<file path="src/rtl/fft_stage_sched.sv">
// Radix-2 in-place FFT stage sequencer: walks every stage, issues butterfly operand
// addresses / twiddle index / bank over valid-ready, and drains each stage before the next.
module fft_stage_sched #(
    parameter int LOG2N   = 8,
    parameter int MAX_OUT = 4
) (
    input  logic                     i_clk,
    input  logic                     i_rst_n,
    input  logic                     i_start,
    output logic                     o_busy,
    output logic                     o_bf_valid,
    input  logic                     i_bf_ready,
    output logic [LOG2N-1:0]         o_addr_a,
    output logic [LOG2N-1:0]         o_addr_b,
    output logic [LOG2N-2:0]         o_tw_idx,
    output logic [$clog2(LOG2N)-1:0] o_stage,
    output logic                     o_bank,
    input  logic                     i_bf_done,
    output logic                     o_done
);
    localparam int KW = LOG2N - 1;
    localparam int SW = $clog2(LOG2N);
    localparam int OW = $clog2(MAX_OUT + 1);
    localparam logic [KW-1:0] K_LAST  = {KW{1'b1}};
    localparam logic [SW-1:0] S_LAST  = SW'(LOG2N - 1);
    localparam logic [OW-1:0] OUT_MAX = OW'(MAX_OUT);

    typedef enum logic [2:0] {
        ST_IDLE,
        ST_ISSUE,
        ST_DRAIN,
        ST_NEXT,
        ST_FINISH
    } state_t;

    state_t            r_state;
    state_t            w_state_next;
    logic [KW-1:0]     r_k;
    logic [KW-1:0]     w_k_next;
    logic [SW-1:0]     r_stage;
    logic [SW-1:0]     w_stage_next;
    logic              r_bank;
    logic              w_bank_next;
    logic [OW-1:0]     r_out;
    logic [OW-1:0]     w_out_next;
    logic [LOG2N-1:0]  r_addr_a;
    logic [LOG2N-1:0]  r_addr_b;
    logic [KW-1:0]     r_tw_idx;

    logic              w_accept;
    logic              w_dec;
    logic [LOG2N-1:0]  w_kk;
    logic [LOG2N-1:0]  w_span;
    logic [LOG2N-1:0]  w_pos;
    logic [LOG2N-1:0]  w_addr_a;
    logic [LOG2N-1:0]  w_addr_b;
    logic [KW-1:0]     w_tw_idx;

    assign o_bf_valid = (r_state == ST_ISSUE) && (r_out < OUT_MAX);
    assign w_accept   = o_bf_valid && i_bf_ready;
    // A completion with nothing outstanding is stale (e.g. from before a reset) and dropped.
    assign w_dec      = i_bf_done && (r_out != '0);

    always_comb begin
        w_out_next = r_out;
        case ({w_accept, w_dec})
            2'b10:   w_out_next = r_out + OW'(1);
            2'b01:   w_out_next = r_out - OW'(1);
            default: w_out_next = r_out;
        endcase
    end

    always_comb begin
        w_state_next = r_state;
        w_k_next     = r_k;
        w_stage_next = r_stage;
        w_bank_next  = r_bank;
        case (r_state)
            ST_IDLE: begin
                if (i_start) begin
                    w_state_next = ST_ISSUE;
                    w_k_next     = '0;
                    w_stage_next = '0;
                    w_bank_next  = 1'b0;
                end
            end
            ST_ISSUE: begin
                if (w_accept) begin
                    w_k_next = r_k + KW'(1);
                    if (r_k == K_LAST) begin
                        w_state_next = ST_DRAIN;
                    end
                end
            end
            ST_DRAIN: begin
                // Look at the post-edge count so the last write-back releases the stage at once.
                if (w_out_next == '0) begin
                    w_state_next = ST_NEXT;
                end
            end
            ST_NEXT: begin
                w_bank_next = ~r_bank;
                w_k_next    = '0;
                if (r_stage == S_LAST) begin
                    w_state_next = ST_FINISH;
                end else begin
                    w_stage_next = r_stage + SW'(1);
                    w_state_next = ST_ISSUE;
                end
            end
            ST_FINISH: w_state_next = ST_IDLE;
            default:   w_state_next = ST_IDLE;
        endcase
    end

    // Operand addresses for the butterfly that will be presented next cycle.
    always_comb begin
        w_kk     = {1'b0, w_k_next};
        w_span   = LOG2N'(1) << w_stage_next;
        w_pos    = w_kk & (w_span - LOG2N'(1));
        w_addr_a = ((w_kk >> w_stage_next) << ({1'b0, w_stage_next} + (SW + 1)'(1))) | w_pos;
        w_addr_b = w_addr_a + w_span;
        w_tw_idx = KW'(w_pos << (S_LAST - w_stage_next));
    end

    always_ff @(posedge i_clk) begin
        if (!i_rst_n) begin
            r_state  <= ST_IDLE;
            r_k      <= '0;
            r_stage  <= '0;
            r_bank   <= 1'b0;
            r_out    <= '0;
            r_addr_a <= '0;
            r_addr_b <= '0;
            r_tw_idx <= '0;
        end else begin
            r_state <= w_state_next;
            r_k     <= w_k_next;
            r_stage <= w_stage_next;
            r_bank  <= w_bank_next;
            r_out   <= w_out_next;
            if (w_state_next == ST_ISSUE) begin
                r_addr_a <= w_addr_a;
                r_addr_b <= w_addr_b;
                r_tw_idx <= w_tw_idx;
            end
        end
    end

    assign o_busy   = (r_state != ST_IDLE);
    assign o_done   = (r_state == ST_FINISH);
    assign o_addr_a = r_addr_a;
    assign o_addr_b = r_addr_b;
    assign o_tw_idx = r_tw_idx;
    assign o_stage  = r_stage;
    assign o_bank   = r_bank;

endmodule

</file>
<file path="config.mk">
export PLATFORM = sky130hd
export DESIGN_NAME = fft_stage_sched
export DESIGN_NICKNAME = d
export VERILOG_FILES = /design/src/rtl/fft_stage_sched.sv
export SDC_FILE = /design/constraint.sdc
export NUM_CORES = 1
export LEC_CHECK = 0
export CAP_MARGIN = 20
export CORE_ASPECT_RATIO = 0.5
export CORE_MARGIN = 2
export CORE_UTILIZATION = 45
export CTS_CLUSTER_SIZE = 8
export DETAILED_ROUTE_END_ITERATION = 10
export PLACE_DENSITY_LB_ADDON = 0.05
export SLEW_MARGIN = 20
export SYNTH_ARGS = -nofsm -noshare
export SYNTH_HDL_FRONTEND = slang
export SYNTH_SLANG_ARGS = --single-unit
</file>
<file path="constraint.sdc">
create_clock -name i_clk -period 8.26 [get_ports i_clk]
set_input_delay 1.239 -clock i_clk [delete_from_list [all_inputs] [get_ports i_clk]]
set_output_delay 1.239 -clock i_clk [all_outputs]
set_load 0.005 [all_outputs]
</file>
==> results of run 1 <==
-- logic make-up (layout without fill, tap and decap cells) --
family / Yosys count / after routing / synth area share
AOI/OAI and AO/OA: 127 / 127 / 0.2838
xor gates and xnor gates: 12 / 12 / 0.03410
muxes: 8 / 8 / 0.02801
DFF: 40 / 40 / 0.2598
and+or+nand+nor: 152 / 152 / 0.2469
adders and majority gates: 19 / 19 / 0.08201
buffers and inverters: 47 / 70 / 0.06537
-- power groups by stage --
stage	Clock (mW)	Combinational, mW	Sequential (mW)
after floorplan	0	0.0549	0.212
after global placement	0	0.0777	0.214
after detailed placement	0	0.0791	0.214
after CTS	0.202	0.0799	0.210
after global routing	0.210	0.0912	0.211
final	0.197	0.0802	0.210
-- cells in the final DEF (no fill, tap or decap), types with 4 or more instances in the layout --
master,count
o31ai_1,5
clkbuf_16,5
ha_1,17
a21oi_1,34
and2_1,5
clkdlybuf4s50_1,34
buf_4,5
xor2_1,4
o21ai_0,23
a22oi_1,4
dfxtp_1,40
nor2_1,41
nor2b_1,4
xnor2_1,8
mux2i_1,5
a211oi_1,8
nand2_1,41
a31oi_1,7
inv_1,20
or3_1,8
nand3_1,15
nor3_1,8
-- worst max-delay path, cell delays in order --
cell,delay [ns]
clkdlybuf4s50_1,0.51
or3b_4,0.42
a21oi_1,0.14
or3_1,0.13
buf_4,0.25
clkinv_1,0.38
buf_4,0.32
ha_1,0.25
nand2_1,0.11
ha_1,0.21
nand2b_1,0.09
a31oi_1,0.19
xnor2_1,0.18
nor2_1,0.08
nor2_1,0.18
nand2_1,0.07
ha_1,0.33
o21ai_0,0.10
o21ai_0,0.17
o211ai_1,0.13
xor2_1,0.16
or3_1,0.32
a211o_1,0.23
nand3_1,0.07
-- final timing paths --
path                                                 end                startpoint  cells after the start  slack [ns]
worst max register to register  o_addr_b[7]$_SDFFE_PN0N_     r_state[0]$_SDFF_PN0_                     21        3.07
worst min-delay path            o_tw_idx[0]$_SDFFE_PN0N_  o_tw_idx[0]$_SDFFE_PN0N_                      2        0.46
worst min register to register  o_tw_idx[0]$_SDFFE_PN0N_  o_tw_idx[0]$_SDFFE_PN0N_                      2        0.46
worst max-delay path            o_addr_b[7]$_SDFFE_PN0N_                   i_start                     24        2.22
-- stage by stage --
step / instances / utilization / worst slack [ns] / cell area (um^2)
6_report: 520 / 0.5432 / 2.220 / 3611
5_1_grt: 520 / 0.5432 / 1.763 / 3611
4_1_cts: 520 / 0.5432 / 2.269 / 3611
3_5_place_dp: 512 / 0.5212 / 2.000 / 3465
3_3_place_gp: 512 / 0.5212 / 2.062 / 3465
2_1_floorplan: 405 / - / 2.942 / 3082
-- area by class of cell --
cell class	count	area (um^2)	share of cell area
repair buffers	39	377.9	0.1046
multi-input cells	318	2085	0.5773
flip-flops and latches	40	800.8	0.2218
well taps	92	115.1	0.03188
inverters	23	86.33	0.02391
clock buffers	8	146.4	0.04054
-- state kept, by name (all words and copies together) (netlist names) --
name      cells
o_addr_a      8
o_addr_b      8
o_bank        1
o_stage       3
o_tw_idx      7
r_k           7
r_out         3
r_state       3
-- metal layers --
metal  GRT usage  vias up  wire [um]
met5           0        -          0
met3     0.05566       15        626
met1      0.3767     1499       4634
met4     0.05087        0         93
li1            -     1516          -
met2      0.3631      124       3746
==> results.cfg, run 1 <==
[timing]
relSlewSlack = 0.4304
fmax_mhz = 165.6
rsz0062_at_grt = no
holdWs_ns = 0.4557
period_share = 0.7312
clock_skew_ns = 0.004924
setup_viol = 0
hold_viol = 0
period_needed_ns = 6.040
final.setup.tns_ns = 0
final-max-slew-violation-count = 0
worst_slew_pin_slew_ns = 0.8534

[synth]
synth_area_mm2 = 0.003082
ys_ff_latch = 40
synth_area_leaders = dfxtp_1 (26%), ha_1 (6.9%), a21oi_1 (5.5%), nand2_1 (5.0%), nor2_1 (5.0%)
synth_edf_count = 0
synth_top_area_frac = 0.2598
yosysSeqAreaShare = 0.2598
yosys_warnings = 0
synth.distinct_cells = 76
yosys.area.top_type = dfxtp_1
synthTopCellsByCount = nand2_1 (41), nor2_1 (41), dfxtp_1 (40), a21oi_1 (34), o21ai_0 (23)
syn_inst = 405
syn-num-nets = 429
avgSynthCellArea_um2 = 7.609
ys_async_sr_fraction = 0
synthFlopType = dfxtp_1

[drt]
antenna_left = 0
drt_iter0_drc = 382
vias = 3154
drc = 0
routedWlPerCell_um = 17.50
routed_wl_um = 9101
first_pass_iters = 5
vias_per_cell = 6.065

[cts]
cts_buffers = 5
hold_buffers = 0
cts_buffer_depth = 2
ctsResizeCount = 0
clk_latency_ns = 0.29
postCtsSetupBuffers = 0
clk_pin_slew_ns = 0.06
cts.sinks = 40
cts_tree = yes
htreeDepth = 2
cts_root_buf = clkbuf_16

[floorplanning]
ios = 35
num_rows = 21
die_h_um = 62.52
initial_core_util = 0.4636
coreArea_mm2 = 0.006648
die_width_um = 121.0
dieArea_mm2 = 0.007566

[grt]
track_usage = 0.2502
grt_pass1_vias = 2883
grt_max_degree = 29
grt.overflow.total = 0
grt_pass1_wl_um = 14950
grt_antenna_before_repair = 0

[pwr]
power_per_cell_area_mw_per_mm2 = 134.9
power.leakage_nw = 1.409
irDropWorstVdd_mv = 0.06954
p_switching_mw = 0.1287
p_clk_frac = 0.404
seq_power_share = 0.431
combPwrFrac = 0.165
swShare = 0.2642
p_int_mw = 0.3584
p_total_mw = 0.4871

[cells_and_area]
antennaDiodeCount = 0
drive_gt1_frac = 0.07944
area_delta_synth_final_pct = 17.17
fillerInstances = 649
fin_nets = 451

[placed_design]
dp_hpwl_um = 6558
routabilityCongestion = 0.9126
place.port_buffers = 34

[critical_path]
arrival_ns = 6.27
critPathKind = in -> reg
path_max_fanout = 22
worstSetupStartpointType = input port
crit_required_ns = 8.49
cp-end-kind = register

[flow_run]
maxCapViolCount = 0

[min_path]
hold_path_class = reg -> reg

[run_status]
status = finished clean
(Power assumes the default switching activity.)
==> run 2: changes to the inputs <==
- clock period: 8.26 -> 5.25 ns (I/O delays scaled with it)
==> run 2 against run 1 <==
  * Clock skew rose by 0.0033 ns
  * Highest routed layer unchanged
  * Largest power group is now clock
  * Non-clock buffer count rose by 16
  * Largest cell class unchanged
  * Critical endpoint unchanged
  * Critical path depth fell by 5
==> results.cfg, run 2 (synthesized netlist as in run 1, its figures left out) <==
[critical_path]
cp-end-kind = register
r2r_cells = 18
path_max_fanout = 14
regToRegEndpoint = o_addr_b[7]$_SDFFE_PN0N_
crit_required_ns = 5.48
rrSetupSlack_ns = 0.38
worstSetupStartpointType = input port
r2r-start = r_state[1]$_SDFF_PN0_
arrival_ns = 5.28
critPathKind = in -> reg

[cts]
htreeDepth = 2
cts_root_buf = clkbuf_16
cts.sinks = 40
hold_buffers = 0
cts_tree = yes
clk_pin_slew_ns = 0.06
cts_buffers = 5
clk_latency_ns = 0.29
postCtsSetupBuffers = 0
cts_buffer_depth = 2
ctsResizeCount = 0

[grt]
grt_pass1_wl_um = 15750
grt_max_degree = 29
track_usage = 0.2645
grt_antenna_before_repair = 0
grt.overflow.total = 0
grt_pass1_vias = 3011

[timing]
fmax_mhz = 198.2
period_share = 0.9610
setup_viol = 0
clock_skew_ns = 0.008208
final.setup.tns_ns = 0
relSlewSlack = 0.4152
fin_ws_ns = 0.2048
rsz0062_at_grt = no
period_needed_ns = 5.045
hold_viol = 0
final-max-slew-violation-count = 0
worst_slew_pin_slew_ns = 0.8763
holdWs_ns = 0.4563

[cells_and_area]
final_area_mm2 = 0.003749
multi_input_area_mm2 = 0.002085
final_cell_mix = nor2_1 (41), nand2_1 (41), dfxtp_1 (40), a21oi_1 (34), clkdlybuf4s50_1 (34)
regArea_um2 = 800.8
fin_nets = 467
area_delta_synth_final_pct = 21.64
antennaDiodeCount = 0
drive_gt1_frac = 0.1149
fin_cells = 536
fillerInstances = 647
final_util = 0.5639

[floorplanning]
die_width_um = 121.0
ios = 35
dieArea_mm2 = 0.007566
num_rows = 21
initial_core_util = 0.4636
coreArea_mm2 = 0.006648
die_h_um = 62.52

[drt]
first_pass_iters = 6
routed_wl_um = 9514
antenna_left = 0
drc = 0
vias = 3203
vias_per_cell = 5.976
routedWlPerCell_um = 17.75
drt_iter0_drc = 319

[placed_design]
place.port_buffers = 34
routabilityCongestion = 0.9434
dp_slack_ns = 0.01246
dp_hpwl_um = 7054
place_area_mm2 = 0.003585
dp.cells = 528

[pwr]
seq_power_share = 0.407
irDropWorstVdd_mv = 0.1453
power.leakage_nw = 1.495
power_per_cell_area_mw_per_mm2 = 216.3
swShare = 0.2601
combPwrFrac = 0.162
p_total_mw = 0.8108
p_clk_frac = 0.431
p_int_mw = 0.5999
p_switching_mw = 0.2109

[min_path]
whs_path_depth = 2
holdCritStartpoint = o_tw_idx[0]$_SDFFE_PN0N_
min_to = o_tw_idx[0]$_SDFFE_PN0N_
hold_path_class = reg -> reg

[flow_run]
maxCapViolCount = 0

[run_status]
status = finished clean
run 2: cell types whose count changed in the layout (fill, tap and decap cells not counted):
cell | previous run | this run
buf_4 | 5 | 21
bufinv_16 | 0 | 1
clkbuf_1 | 2 | 1
clkbuf_8 | 1 | 0
clkinv_2 | 0 | 1
run 2: layer usage:
layer / wire [um] / GRT usage / up-vias
li1: - / - / 1548
met1: 4715 / 0.3922 / 1503
met2: 3937 / 0.3940 / 142
met3: 774 / 0.05292 / 10
met4: 87 / 0.05669 / 0
met5: 0 / 0 / -
run 2: final cells by class:
type	instances	area share
Sequential cell	40	0.2136
Clock inverter	2	0.009346
Tap cell	92	0.03071
Inverter	23	0.02303
Clock buffer	6	0.03438
Timing Repair Buffer	55	0.1328
Multi-Input combinational cell	318	0.5561
run 2: worst max path at each step:
stage,from,to,depth (start not counted),slack (ns)
after global placement,i_start,o_addr_b[7]$_SDFFE_PN0N_,19,0.08
after floorplan,i_start,o_addr_b[7]$_SDFFE_PN0N_,20,0.38
after CTS,i_start,o_addr_b[7]$_SDFFE_PN0N_,19,0.28
after global routing,i_start,o_addr_b[7]$_SDFFE_PN0N_,19,0.04
final,i_start,o_addr_b[7]$_SDFFE_PN0N_,19,0.20
after detailed placement,i_start,o_addr_b[7]$_SDFFE_PN0N_,19,0.01
run 2: critical path: stages:
cell	delay, ns
clkdlybuf4s50_1	0.54
or4b_4	0.49
o311ai_2	0.10
and2_4	0.23
inv_2	0.04
buf_4	0.19
mux2i_1	0.39
a22oi_1	0.18
a311oi_2	0.59
nand3_2	0.17
nand2_1	0.11
ha_1	0.27
o21ai_0	0.22
o21ai_0	0.11
o211ai_1	0.12
xor2_1	0.10
or3_1	0.32
a211o_1	0.23
nand3_1	0.07
run 2: power by group through the flow:
| stage | Clock, mW | Combinational (mW) | Sequential, mW |
|---|---|---|---|
| finish | 0.349 | 0.131 | 0.330 |
| global route | 0.370 | 0.145 | 0.333 |
| CTS | 0.354 | 0.132 | 0.330 |
| detailed placement | 0 | 0.131 | 0.337 |
| global placement | 0 | 0.125 | 0.336 |
| floorplan | 0 | 0.0864 | 0.333 |
==> run 3: changes to the inputs <==
- MAX_ROUTING_LAYER: unset -> met4
==> run 3 against run 2 <==
  * Combinational power about the same
  * Final cell count grew 0.56%
  * Cell area up 0.23%
  * Critical path depth unchanged
  * Setup slack improved by 0.14 ns
  * Flip-flop and latch count did not move
  * Critical path type unchanged
  * Critical endpoint unchanged
  * Largest cell class unchanged
  * Largest power group is now sequential cells
  * Highest routed layer unchanged
==> results.cfg, run 3 (synthesized netlist as in run 1, its figures left out) <==
[timing]
period_needed_ns = 4.907
clock_skew_ns = 0.006776
fin_ws_ns = 0.3428
fmax_mhz = 203.8
hold_viol = 0
period_share = 0.9347
setup_viol = 0
relSlewSlack = 0.5061
worst_slew_pin_slew_ns = 0.7408
final.setup.tns_ns = 0
final-max-slew-violation-count = 0
rsz0062_at_grt = no

[run_status]
status = finished clean

[drt]
vias = 3168
first_pass_iters = 4
drc = 0
routedWlPerCell_um = 17.67
antenna_left = 0
drt_iter0_drc = 232
routed_wl_um = 9523
vias_per_cell = 5.878

[floorplanning]
num_rows = 21
initial_core_util = 0.4636
die_width_um = 121.0
ios = 35
dieArea_mm2 = 0.007566
die_h_um = 62.52
coreArea_mm2 = 0.006648

[grt]
track_usage = 0.2692
grt_pass1_wl_um = 15630
grt_max_degree = 29
grt_pass1_vias = 3009
grt.overflow.total = 0
grt_antenna_before_repair = 0

[placed_design]
routabilityCongestion = 0.9442
dp_slack_ns = 0.08229
place.port_buffers = 34
place_area_mm2 = 0.003607
dp_hpwl_um = 7208

[critical_path]
cp_top_family = compound AO/OA/AOI/OAI gates
critical_path.cell_chain = clkdlybuf4s50_1 > or4b_4 > o311ai_2 > and2_4 > inv_2 > buf_4 > mux2i_1 > a22oi_1 > a311oi_2 > nand3_2 > nand2_1 > ha_1 > o21ai_0 > o21ai_0 > o211ai_1 > xor2_1 > or3_1 > a211o_1 > nand3_1
r2r_cells = 18
slowest_delay_ns = 0.54
arrival_ns = 5.13
crit_required_ns = 5.47
cp.buffers_inverters = 3
crit_top_cell = o21ai_0
path_max_fanout = 14
critPathKind = in -> reg
rrSetupSlack_ns = 0.47
r2r-start = r_state[0]$_SDFF_PN0_
cp-end-kind = register
timing.critical_path.depth = 19
regToRegEndpoint = o_addr_b[7]$_SDFFE_PN0N_
worstSetupStartpointType = input port
cp_slowest_cell = a311oi_2

[cts]
cts_tree = yes
cts_root_buf = clkbuf_16
hold_buffers = 0
htreeDepth = 2
clk_latency_ns = 0.28
ctsResizeCount = 0
clk_pin_slew_ns = 0.06
cts.sinks = 40
cts_buffers = 5
postCtsSetupBuffers = 0
cts_buffer_depth = 2

[cells_and_area]
area_delta_synth_final_pct = 21.92
drive_gt1_frac = 0.1208
final_area_mm2 = 0.003757
antennaDiodeCount = 0
final_cell_mix = nor2_1 (41), nand2_1 (41), dfxtp_1 (40), a21oi_1 (34), clkdlybuf4s50_1 (34)
regArea_um2 = 800.8
multi_input_area_mm2 = 0.002085
fin_nets = 470
fillerInstances = 644

[min_path]
hold_path_class = reg -> reg
whs_path_depth = 2
holdCritStartpoint = o_tw_idx[0]$_SDFFE_PN0N_
min_to = o_tw_idx[0]$_SDFFE_PN0N_

[pwr]
power.leakage_nw = 1.498
power_per_cell_area_mw_per_mm2 = 205.8
irDropWorstVdd_mv = 0.1155

[flow_run]
maxCapViolCount = 0
[run 3: how the worst max path moves through the flow]
stage             from                  endpoint  slack, ns
2_1_floorplan  i_start  o_addr_b[7]$_SDFFE_PN0N_       0.38
3_3_place_gp   i_start  o_addr_b[7]$_SDFFE_PN0N_       0.09
3_5_place_dp   i_start  o_addr_b[7]$_SDFFE_PN0N_       0.08
4_1_cts        i_start  o_addr_b[7]$_SDFFE_PN0N_       0.38
5_1_grt        i_start  o_addr_b[7]$_SDFFE_PN0N_       0.16
6_report       i_start  o_addr_b[7]$_SDFFE_PN0N_       0.34
[run 3: per-layer routing]
| metal | GRT usage | up-vias | part of all wire |
|---|---|---|---|
| li1 | - | 1555 | - |
| met1 | 0.3889 | 1496 | 0.51 |
| met2 | 0.3912 | 107 | 0.42 |
| met3 | 0.05839 | 10 | 0.063 |
| met4 | 0.04070 | 0 | 0.0071 |
| met5 | - | - | 0 |
[run 3: through the flow]
stage / instances / total power, mW / hold WS [ns] / utilization
5_1_grt: 539 / 0.8136 / 0.4810 / 0.5652
4_1_cts: 539 / 0.7824 / 0.4586 / 0.5652
6_report: 539 / 0.7733 / 0.4566 / 0.5652
3_5_place_dp: 531 / 0.4673 / 0.4469 / 0.5426
2_1_floorplan: 405 / 0.4198 / 0.4482 / -
3_3_place_gp: 531 / 0.4599 / 0.4380 / 0.5426
[run 3: where the power goes]
part | internal (mW) | switching [mW]
logic | 0.0592 | 0.0733
registers | 0.317 | 0.0135
clock network | 0.189 | 0.121
total | 0.566 | 0.208
[run 3: final cells by class]
type                    count  area share
flip-flops and latches     40      0.2131
clock inverters             1    0.001998
well taps                  92     0.03064
repair buffers             58      0.1385
multi-input cells         318      0.5548
clock buffers               7     0.03796
inverters                  23     0.02298
[run 3: tightest hold or removal path, delay by kind of cell (launching register included)]
kind | cells | cell delay, ns
compound gates | 1 | 0.05
flops | 1 | 0.31
simple gates | 1 | 0.05
